<file path="config.mk">
export PLATFORM = sky130hd
export DESIGN_NAME = program_memory_flat
export DESIGN_NICKNAME = d
export VERILOG_FILES = /design/src/rtl/td4_pkg.sv /design/src/rtl/program_memory_if.sv /design/src/rtl/prog_mem_array.sv /design/src/rtl/program_memory.sv /design/src/flat_wrapper.sv
export SDC_FILE = /design/constraint.sdc
export NUM_CORES = 1
export LEC_CHECK = 0
export BUFFER_PORTS_ARGS = -buffer_cell sky130_fd_sc_hd__buf_4
export CAP_MARGIN = 20
export CORE_ASPECT_RATIO = 0.7
export CORE_MARGIN = 10
export CORE_UTILIZATION = 60
export CTS_CLUSTER_DIAMETER = 60
export CTS_CLUSTER_SIZE = 30
export DETAILED_ROUTE_END_ITERATION = 6
export PLACE_DENSITY = 0.83
export SLEW_MARGIN = 25
export SYNTH_ARGS = -nofsm -noshare
export SYNTH_HDL_FRONTEND = slang
export SYNTH_SLANG_ARGS = --single-unit
</file>
<file path="constraint.sdc">
create_clock -name clk -period 3.22 [get_ports clk]
set_input_delay 0.805 -clock clk [delete_from_list [all_inputs] [get_ports clk]]
set_output_delay 0.805 -clock clk [all_outputs]
set_load 0.03 [all_outputs]
</file>
<file path="src/rtl/td4_pkg.sv">
// Shared TD4 definitions: opcodes, the LED-chase boot image and the program
// memory loader states. Checksum option: PROG_MEM_CHECKSUM_EN.
package td4_pkg;

  localparam logic [3:0] OP_OUT_IM = 4'b1011;
  localparam logic [3:0] OP_JMP    = 4'b1111;

  localparam int IMAGE_DEPTH = 16;

  // Word 0 sits in the lowest slice.
  localparam logic [IMAGE_DEPTH-1:0][7:0] DEFAULT_IMAGE = {
    {6{8'h00}},
    {OP_JMP,    4'h0},
    {OP_OUT_IM, 4'h1},
    {OP_OUT_IM, 4'h3},
    {OP_OUT_IM, 4'h6},
    {OP_OUT_IM, 4'hC},
    {OP_OUT_IM, 4'h8},
    {OP_OUT_IM, 4'h8},
    {OP_OUT_IM, 4'hC},
    {OP_OUT_IM, 4'h6},
    {OP_OUT_IM, 4'h3}
  };

  typedef enum logic [1:0] {
    ST_IDLE,
    ST_LOAD,
    ST_CHECK,
    ST_ERROR
  } prog_mem_state_t;

endpackage

</file>
<file path="src/rtl/program_memory_if.sv">
// Loader stream and CPU hold bundle between a byte loader and program_memory.
// Checksum option: PROG_MEM_CHECKSUM_EN.
interface program_memory_if #(
  parameter int DATA_WIDTH = 8
);
  logic                  load_start;
  logic                  load_valid;
  logic [DATA_WIDTH-1:0] load_data;
  logic                  load_ready;
  logic                  cpu_hold;
  logic                  load_done;
  logic                  load_error;

  modport master (
    output load_start, load_valid, load_data,
    input  load_ready, cpu_hold, load_done, load_error
  );

  modport slave (
    input  load_start, load_valid, load_data,
    output load_ready, cpu_hold, load_done, load_error
  );
endinterface

</file>
<file path="src/rtl/prog_mem_array.sv">
// Program storage: one write port, asynchronous read, reset to boot image.
// Checksum option: PROG_MEM_CHECKSUM_EN.
module prog_mem_array
  import td4_pkg::*;
#(
  parameter int ADDR_WIDTH = 4,
  parameter int DATA_WIDTH = 8
) (
  input  logic                  clk,
  input  logic                  reset,
  input  logic                  we,
  input  logic [ADDR_WIDTH-1:0] waddr,
  input  logic [DATA_WIDTH-1:0] wdata,
  input  logic [ADDR_WIDTH-1:0] raddr,
  output logic [DATA_WIDTH-1:0] rdata
);
  localparam int DEPTH = 2**ADDR_WIDTH;

  logic [DATA_WIDTH-1:0] mem_q [DEPTH];
  logic [DATA_WIDTH-1:0] mem_d [DEPTH];
  logic [DATA_WIDTH-1:0] img   [DEPTH];

  // Image entries are zero-extended or truncated to the word width.
  always_comb begin
    for (int i = 0; i < DEPTH; i++) begin
      img[i] = '0;
      if (i < IMAGE_DEPTH) begin
        img[i] = DATA_WIDTH'(DEFAULT_IMAGE[i[3:0]]);
      end
    end
  end

  always_comb begin
    for (int i = 0; i < DEPTH; i++) begin
      mem_d[i] = mem_q[i];
    end
    if (we) begin
      mem_d[waddr] = wdata;
    end
  end

  always_ff @(posedge clk) begin
    if (reset) begin
      mem_q <= img;
    end else begin
      mem_q <= mem_d;
    end
  end

  assign rdata = mem_q[raddr];

endmodule

</file>
<file path="src/rtl/program_memory.sv">
// Writable TD4 program memory with stream loader FSM and CPU hold.
// Checksum option: PROG_MEM_CHECKSUM_EN.
module program_memory
  import td4_pkg::*;
#(
  parameter int ADDR_WIDTH = 4,
  parameter int DATA_WIDTH = 8
) (
  input  logic                  clk,
  input  logic                  reset,
  input  logic [ADDR_WIDTH-1:0] address,
  output logic [DATA_WIDTH-1:0] data,
  program_memory_if.slave       ld
);
  localparam logic [ADDR_WIDTH-1:0] LAST = ADDR_WIDTH'(2**ADDR_WIDTH - 1);

  prog_mem_state_t       state_q, state_d;
  logic [ADDR_WIDTH-1:0] wptr_q, wptr_d;
  logic                  done_q, done_d;
  logic                  we;
  logic                  accept;

  assign ld.load_ready = (state_q == ST_LOAD) || (state_q == ST_CHECK);
  assign accept        = ld.load_valid && ld.load_ready;
  assign ld.load_done  = done_q;

`ifdef PROG_MEM_CHECKSUM_EN
  logic [DATA_WIDTH-1:0] sum_q, sum_d;
  logic [DATA_WIDTH-1:0] sum_next;

  assign sum_next      = sum_q + ld.load_data;
  assign ld.cpu_hold   = (state_q != ST_IDLE);
  assign ld.load_error = (state_q == ST_ERROR);
`else
  assign ld.cpu_hold   = ld.load_ready;
  assign ld.load_error = 1'b0;
`endif

  always_comb begin
    state_d = state_q;
    wptr_d  = wptr_q;
    done_d  = 1'b0;
    we      = 1'b0;
`ifdef PROG_MEM_CHECKSUM_EN
    sum_d   = sum_q;
`endif
    unique case (state_q)
      ST_IDLE: begin
        if (ld.load_start) begin
          state_d = ST_LOAD;
          wptr_d  = '0;
`ifdef PROG_MEM_CHECKSUM_EN
          sum_d   = '0;
`endif
        end
      end
      ST_LOAD: begin
        // Restart wins over a same-cycle accept; that word is dropped.
        if (ld.load_start) begin
          wptr_d = '0;
`ifdef PROG_MEM_CHECKSUM_EN
          sum_d  = '0;
`endif
        end else if (accept) begin
          we = 1'b1;
`ifdef PROG_MEM_CHECKSUM_EN
          sum_d = sum_next;
`endif
          if (wptr_q == LAST) begin
            wptr_d = '0;
`ifdef PROG_MEM_CHECKSUM_EN
            state_d = ST_CHECK;
`else
            state_d = ST_IDLE;
            done_d  = 1'b1;
`endif
          end else begin
            wptr_d = wptr_q + ADDR_WIDTH'(1);
          end
        end
      end
`ifdef PROG_MEM_CHECKSUM_EN
      ST_CHECK: begin
        if (ld.load_start) begin
          state_d = ST_LOAD;
          wptr_d  = '0;
          sum_d   = '0;
        end else if (accept) begin
          if (sum_next == '0) begin
            state_d = ST_IDLE;
            done_d  = 1'b1;
          end else begin
            state_d = ST_ERROR;
          end
        end
      end
      ST_ERROR: begin
        if (ld.load_start) begin
          state_d = ST_LOAD;
          wptr_d  = '0;
          sum_d   = '0;
        end
      end
`endif
      default: state_d = ST_IDLE;
    endcase
  end

  always_ff @(posedge clk) begin
    if (reset) begin
      state_q <= ST_IDLE;
      wptr_q  <= '0;
      done_q  <= 1'b0;
`ifdef PROG_MEM_CHECKSUM_EN
      sum_q   <= '0;
`endif
    end else begin
      state_q <= state_d;
      wptr_q  <= wptr_d;
      done_q  <= done_d;
`ifdef PROG_MEM_CHECKSUM_EN
      sum_q   <= sum_d;
`endif
    end
  end

  prog_mem_array #(
    .ADDR_WIDTH(ADDR_WIDTH),
    .DATA_WIDTH(DATA_WIDTH)
  ) u_array (
    .clk   (clk),
    .reset (reset),
    .we    (we),
    .waddr (wptr_q),
    .wdata (ld.load_data),
    .raddr (address),
    .rdata (data)
  );

endmodule

</file>
<file path="src/flat_wrapper.sv">
// flat-port wrapper written by rule: the top's interface ports become plain ports
module program_memory_flat import td4_pkg::*;
#(
  parameter int ADDR_WIDTH = 4,
  parameter int DATA_WIDTH = 8
)
  (clk, reset, address, data, ld_load_start, ld_load_valid, ld_load_data, ld_load_ready, ld_cpu_hold, ld_load_done, ld_load_error);
  program_memory_if #(.DATA_WIDTH(DATA_WIDTH)) ld_i ();
  input  logic clk;
  input  logic reset;
  input  logic [ADDR_WIDTH-1:0] address;
  output logic [DATA_WIDTH-1:0] data;
  input wire logic [$bits(ld_i.load_start)-1:0] ld_load_start;
  input wire logic [$bits(ld_i.load_valid)-1:0] ld_load_valid;
  input wire logic [$bits(ld_i.load_data)-1:0] ld_load_data;
  output wire logic [$bits(ld_i.load_ready)-1:0] ld_load_ready;
  output wire logic [$bits(ld_i.cpu_hold)-1:0] ld_cpu_hold;
  output wire logic [$bits(ld_i.load_done)-1:0] ld_load_done;
  output wire logic [$bits(ld_i.load_error)-1:0] ld_load_error;
  assign ld_i.load_start = ld_load_start;
  assign ld_i.load_valid = ld_load_valid;
  assign ld_i.load_data = ld_load_data;
  assign ld_load_ready = ld_i.load_ready;
  assign ld_cpu_hold = ld_i.cpu_hold;
  assign ld_load_done = ld_i.load_done;
  assign ld_load_error = ld_i.load_error;
  program_memory #(.ADDR_WIDTH(ADDR_WIDTH), .DATA_WIDTH(DATA_WIDTH)) u_core (.clk(clk), .reset(reset), .address(address), .data(data), .ld(ld_i));
endmodule
</file>
# After elaboration in Yosys (flattened, before gate mapping)
# Cells that the tools add are included.
word_totals:
  reg_bits: 135
  input_bits: 16
  output_inout_bits: 12
  elab_cells: 63
op_classes:
  add_sub_neg: 1
  n_lt_le_gt_ge: 3
  n_eq_ne: 8
  mux: 20
  n_bitwise: 4
  reduce_logical: 8
op_table:
  columns: ["operator", "n"]
  rows:
  - ["$bwmux W128", 1]
  - ["$bmux W8 S4", 1]
  - ["$demux W8 S4", 1]
  - ["$mux W8", 3]
  - ["$mux W4", 4]
  - ["$ge A5 B5 Y1 const B", 2]
  - ["$not A4 Y5", 2]
  - ["$mux W2", 4]
  - ["$pmux W4 S2", 1]
  - ["$ne A2 B2 Y1 const B", 3]
  - ["$lt A5 B1 Y1 const B", 1]
  - ["$add A4 B1 Y4 const B", 1]
  - ["$eq A4 B4 Y1 const B", 1]
  - ["$mux W1", 4]
  - ["$pmux W2 S2", 1]
  - ["$reduce_and A4 Y1", 1]
  - ["$reduce_or A4 Y1", 1]
  - ["$ne A3 B2 Y1 const B", 1]
  - ["$reduce_and A3 Y1", 1]
  - ["$eq A2 B1 Y1 const B", 1]
  - ["$eq A2 B2 Y1 const B", 1]
  - ["$logic_and A1 B1 Y1", 2]
  - ["$logic_not A2 Y1", 1]
  - ["$ne A2 B1 Y1 const B", 1]
  - ["other kinds (3)", 4]

# Depth between registers and ports, before layout
logic_depth:
  word_depth: 6
  mapped_depth: 7
  mapped_depth_nobuf: 6

# Modules after synthesis
# Synthesis repeated with hierarchy kept, for this count alone.
hier_totals:
  hier_cells: 671
  hier_area_um2: 6276.0
modules_own_cells:
  columns: ["mod", "instances", "cells_each", "area_each_um2", "seq_area_each_um2"]
  rows:
  - ["prog_mem_array", 1, 638, 6004.5, 2562.5]
  - ["program_memory", 1, 33, 271.5, 120.1]

# Worst setup path before layout
# OpenSTA, ideal clock, no wires.
synth_timing:
  path_type: "input-to-output"
  startpoint: "input address[0]"
  endpoint: "output data[3]"
  arrival_ps: 2150
  required_ps: 2415
  slack_ps: 265
  cell_stages: 5
  path_buffers: 2
  cell_sequence: "buf_2 > buf_2 > mux4_2 > a22oi_1 > nand2_1"
synth_between:
  elab_chain_cells: 4
synth_rtl:
  columns: ["element", "line", "text"]
  rows:
  - ["from (decl)", "flat_wrapper.sv:11", "input logic [ADDR_WIDTH-1:0] address;"]
  - ["$not A4 Y5 (not written as such)", "prog_mem_array.sv:50", "assign rdata = mem_q[raddr];"]
  - ["$bmux W8 S4", "prog_mem_array.sv:50", null]
  - ["$mux W8 (not written as such) (2 in a row)", "prog_mem_array.sv:50", null]
  - ["to (decl)", "flat_wrapper.sv:12", "output logic [DATA_WIDTH-1:0] data;"]
# Every way passes these cells. The select of a mux whose other input is x is not followed.

# Final worst setup path
layout_timing:
  startpoint: "input address[0]"
  endpoint: "output data[6]"
# The elaborated chain is that of the path after synthesis.

==> results.toml <==
[sta]
finalClockSkew_ns = 0.00522
whs_ns = 0.461
hold_viol_final = 0
tightest_slew_ns = 0.836
maxSlewViolCount = 0
fmax_ghz = 0.316
fin_tns_setup_ns = 0
setup_viol = 0
finalCritPeriodShare_pct = 98.3
period_needed_ns = 3.16
rsz0062_at_grt = "no"
max-slew-margin-rel_pct = 44.1

[logic_synthesis]
synthAdderAreaFrac_pct = 1.22
synthCells = 623
synth-simple-area-share_pct = 15.9
synthMuxAreaShare_pct = 20.1
synth_xor_area_share_pct = 0
synth_area_um2 = 6140
synth_compound_area_share_pct = 14.0
synth_ff_type = "dfxtp_1"
async_flop_share_pct = 0
ys_warn_count = 0
synth_nets = 645
synth_edf_count = 0
ys_types = 40
syn_avg_cell_area_um2 = 9.85
synth-seq-area-share_pct = 43.7
synth_top_family_by_area = "multiplexers"
synth.ff_latch_count = 134

[grt]
grt_pass1_vias = 4944
grtUsageTotal_pct = 22.4
gr-total-overflow = 0
grt_pass1_wl_um = 26500
antenna_found_initial = 0
grt_max_degree = 56

[power_and_ir_drop]
peakVddDrop_v = 0.000407
powerDensity_nw_per_um2 = 562
p_leak_nw = 2.69
power_w = 0.00395

[floorplan]
ios = 28
die-area_um2 = 14700
core-area_um2 = 9830
rows = 30
die_y_um = 105
start_util_pct = 62.4
fp.dieW_um = 141

[cts]
cts_max_level = 4
cts_buffers = 17
worstSkewPairLatency_ns = 0.42
postCtsSetupBuffers = 0
cts_tree = "done"
cts_root_buffer = "clkbuf_16"
numClockSinks = 134
ctsHoldBuffers = 0
post_cts_resized = 0
clockBufferDepth = 2
path_clk_slew_ns = 0.06

[detailed_routing]
vias = 5052
drt_iter0_drc = 771
ant_nets = 0
routed_wl_um = 16700
drc = 0
via_per_inst = 6.56
wl_per_cell_um = 21.7
drt_pass1_iterations = 6

[worst_setup_path]
timing.critical_path.from_type = "input pin"
worst_ep_arrival_time_ns = 2.36
crit_path_end_kind = "output port"
cp_max_fo = 12
critical_path_class = "in2out"
worstPathRequired_ns = 2.41

[min_path]
hold_class = "reg2reg"

[place]
port_buffers = 26
place_hpwl_um = 10700
detailed_place.area_um2 = 6410
gp_congestion = 0.861

[job]
cap_violations = 0

[layout]
multi_input_area_um2 = 3140
area_delta_synth_final_pct = 14.4
nFillCells = 710
diodes = 0
regArea_um2 = 2680
drive_above_1_share_pct = 18.2
fin_area_um2 = 7020
fin_nets = 651

[run_status]
status = "completed"
-- logic make-up (layout without fill, tap and decap cells) --
| kind of cell | Yosys count | after routing |
|---|---|---|
| and+or+nand+nor | 196 | 196 |
| DFF | 134 | 134 |
| AOI/OAI and AO/OA | 134 | 134 |
| other | 1 | 1 |
| muxes | 83 | 83 |
| adders and majority gates | 6 | 6 |
| buffers and inverters | 69 | 88 |
-- registers in the layout (all words and copies together) (netlist names) --
signal	count
u_core.ld.load_done	1
u_core.state_q	1
u_core.u_array.mem_q	128
u_core.wptr_q	4
-- per-stage QoR --
step | util [%] | std cells | setup slack [ns]
after detailed placement | 65.2 | 738 | 0.0923
final | 71.4 | 770 | 0.0550
after floorplan | - | 623 | 0.265
after CTS | 71.4 | 770 | 0.0623
after global routing | 71.4 | 770 | 0.00483
after global placement | 65.2 | 738 | 0.116
-- metal layers --
metal	part of all wire, %	GRT usage, %
met2	47	33.8
met1	40	29.8
met5	0	0
met3	12	6.87
met4	1.8	7.50
-- cells in the mapped netlist, types with 3 or more instances --
master    number  area [um2]
mux2i_1       51         510
buf_1          6        22.5
nor3_4         3        48.8
nor2b_1       17         106
nand4b_1       3        26.3
ha_1           6        75.1
inv_1         11        41.3
dfxtp_1      134        2680
clkbuf_1      30         113
buf_4          9        67.6
nor2_1        84         315
a21oi_1       37         185
o21ai_0       40         200
nand3_1        5        25.0
buf_2         12        60.1
mux4_2        32         721
nand2_1       57         214
a22oi_1       16         120
a211o_1       35         307
nand3b_1      10        75.1
-- cells in the final DEF (no fill, tap or decap), types with 2 or more instances in the layout --
cell type,instances
nand4_1,2
a22oi_1,16
a211o_1,35
nor2_1,84
mux2i_1,51
inv_1,11
clkinv_4,2
ha_1,6
buf_4,41
clkbuf_16,17
nand2b_1,2
nand4b_1,3
nand2_1,57
clkinv_2,2
o21bai_1,2
clkbuf_8,2
clkbuf_1,2
nor3_4,3
a21oi_1,37
o21ai_0,40
nand3_1,5
and2_1,2
nor2b_1,17
bufinv_16,3
and4bb_2,2
mux4_2,32
clkinvlp_4,3
dfxtp_1,134
buf_12,4
nand3b_1,10
-- final cells by class --
| class | instances | area share (%) |
|---|---|---|
| Clock buffer | 21 | 6.56 |
| Clock inverter | 11 | 2.12 |
| Inverter | 11 | 0.588 |
| Multi-Input combinational cell | 420 | 44.7 |
| Sequential cell | 134 | 38.2 |
| Tap cell | 128 | 2.28 |
| Timing Repair Buffer | 45 | 5.52 |
-- worst paths after layout --
| kind | start | endpoint | depth (start not counted) | slack (ns) |
|---|---|---|---|---|
| worst min register to register | u_core.u_array.mem_q[108] | u_core.u_array.mem_q[108] | 1 | 0.46 |
| worst max register to register | u_core.state_q[0] | u_core.u_array.mem_q[5] | 4 | 0.73 |
| worst min-delay path | u_core.u_array.mem_q[108] | u_core.u_array.mem_q[108] | 1 | 0.46 |
| worst max-delay path | address[0] | data[6] | 6 | 0.06 |
-- power by group --
| group | switching, W | internal (W) | total, W |
|---|---|---|---|
| combinational | 0.000174 | 0.0000964 | 0.000270 |
| clock | 0.000739 | 0.00126 | 0.00200 |
| sequential | 0.0000112 | 0.00167 | 0.00168 |
| total | 0.000924 | 0.00302 | 0.00395 |
-- critical path: stages --
cell	delay [ns]
buf_4	0.25
buf_12	0.20
mux4_2	0.52
a22oi_1	0.26
nand2_1	0.12
buf_4	0.18
No activity file was read; power rests on OpenSTA's default activity.
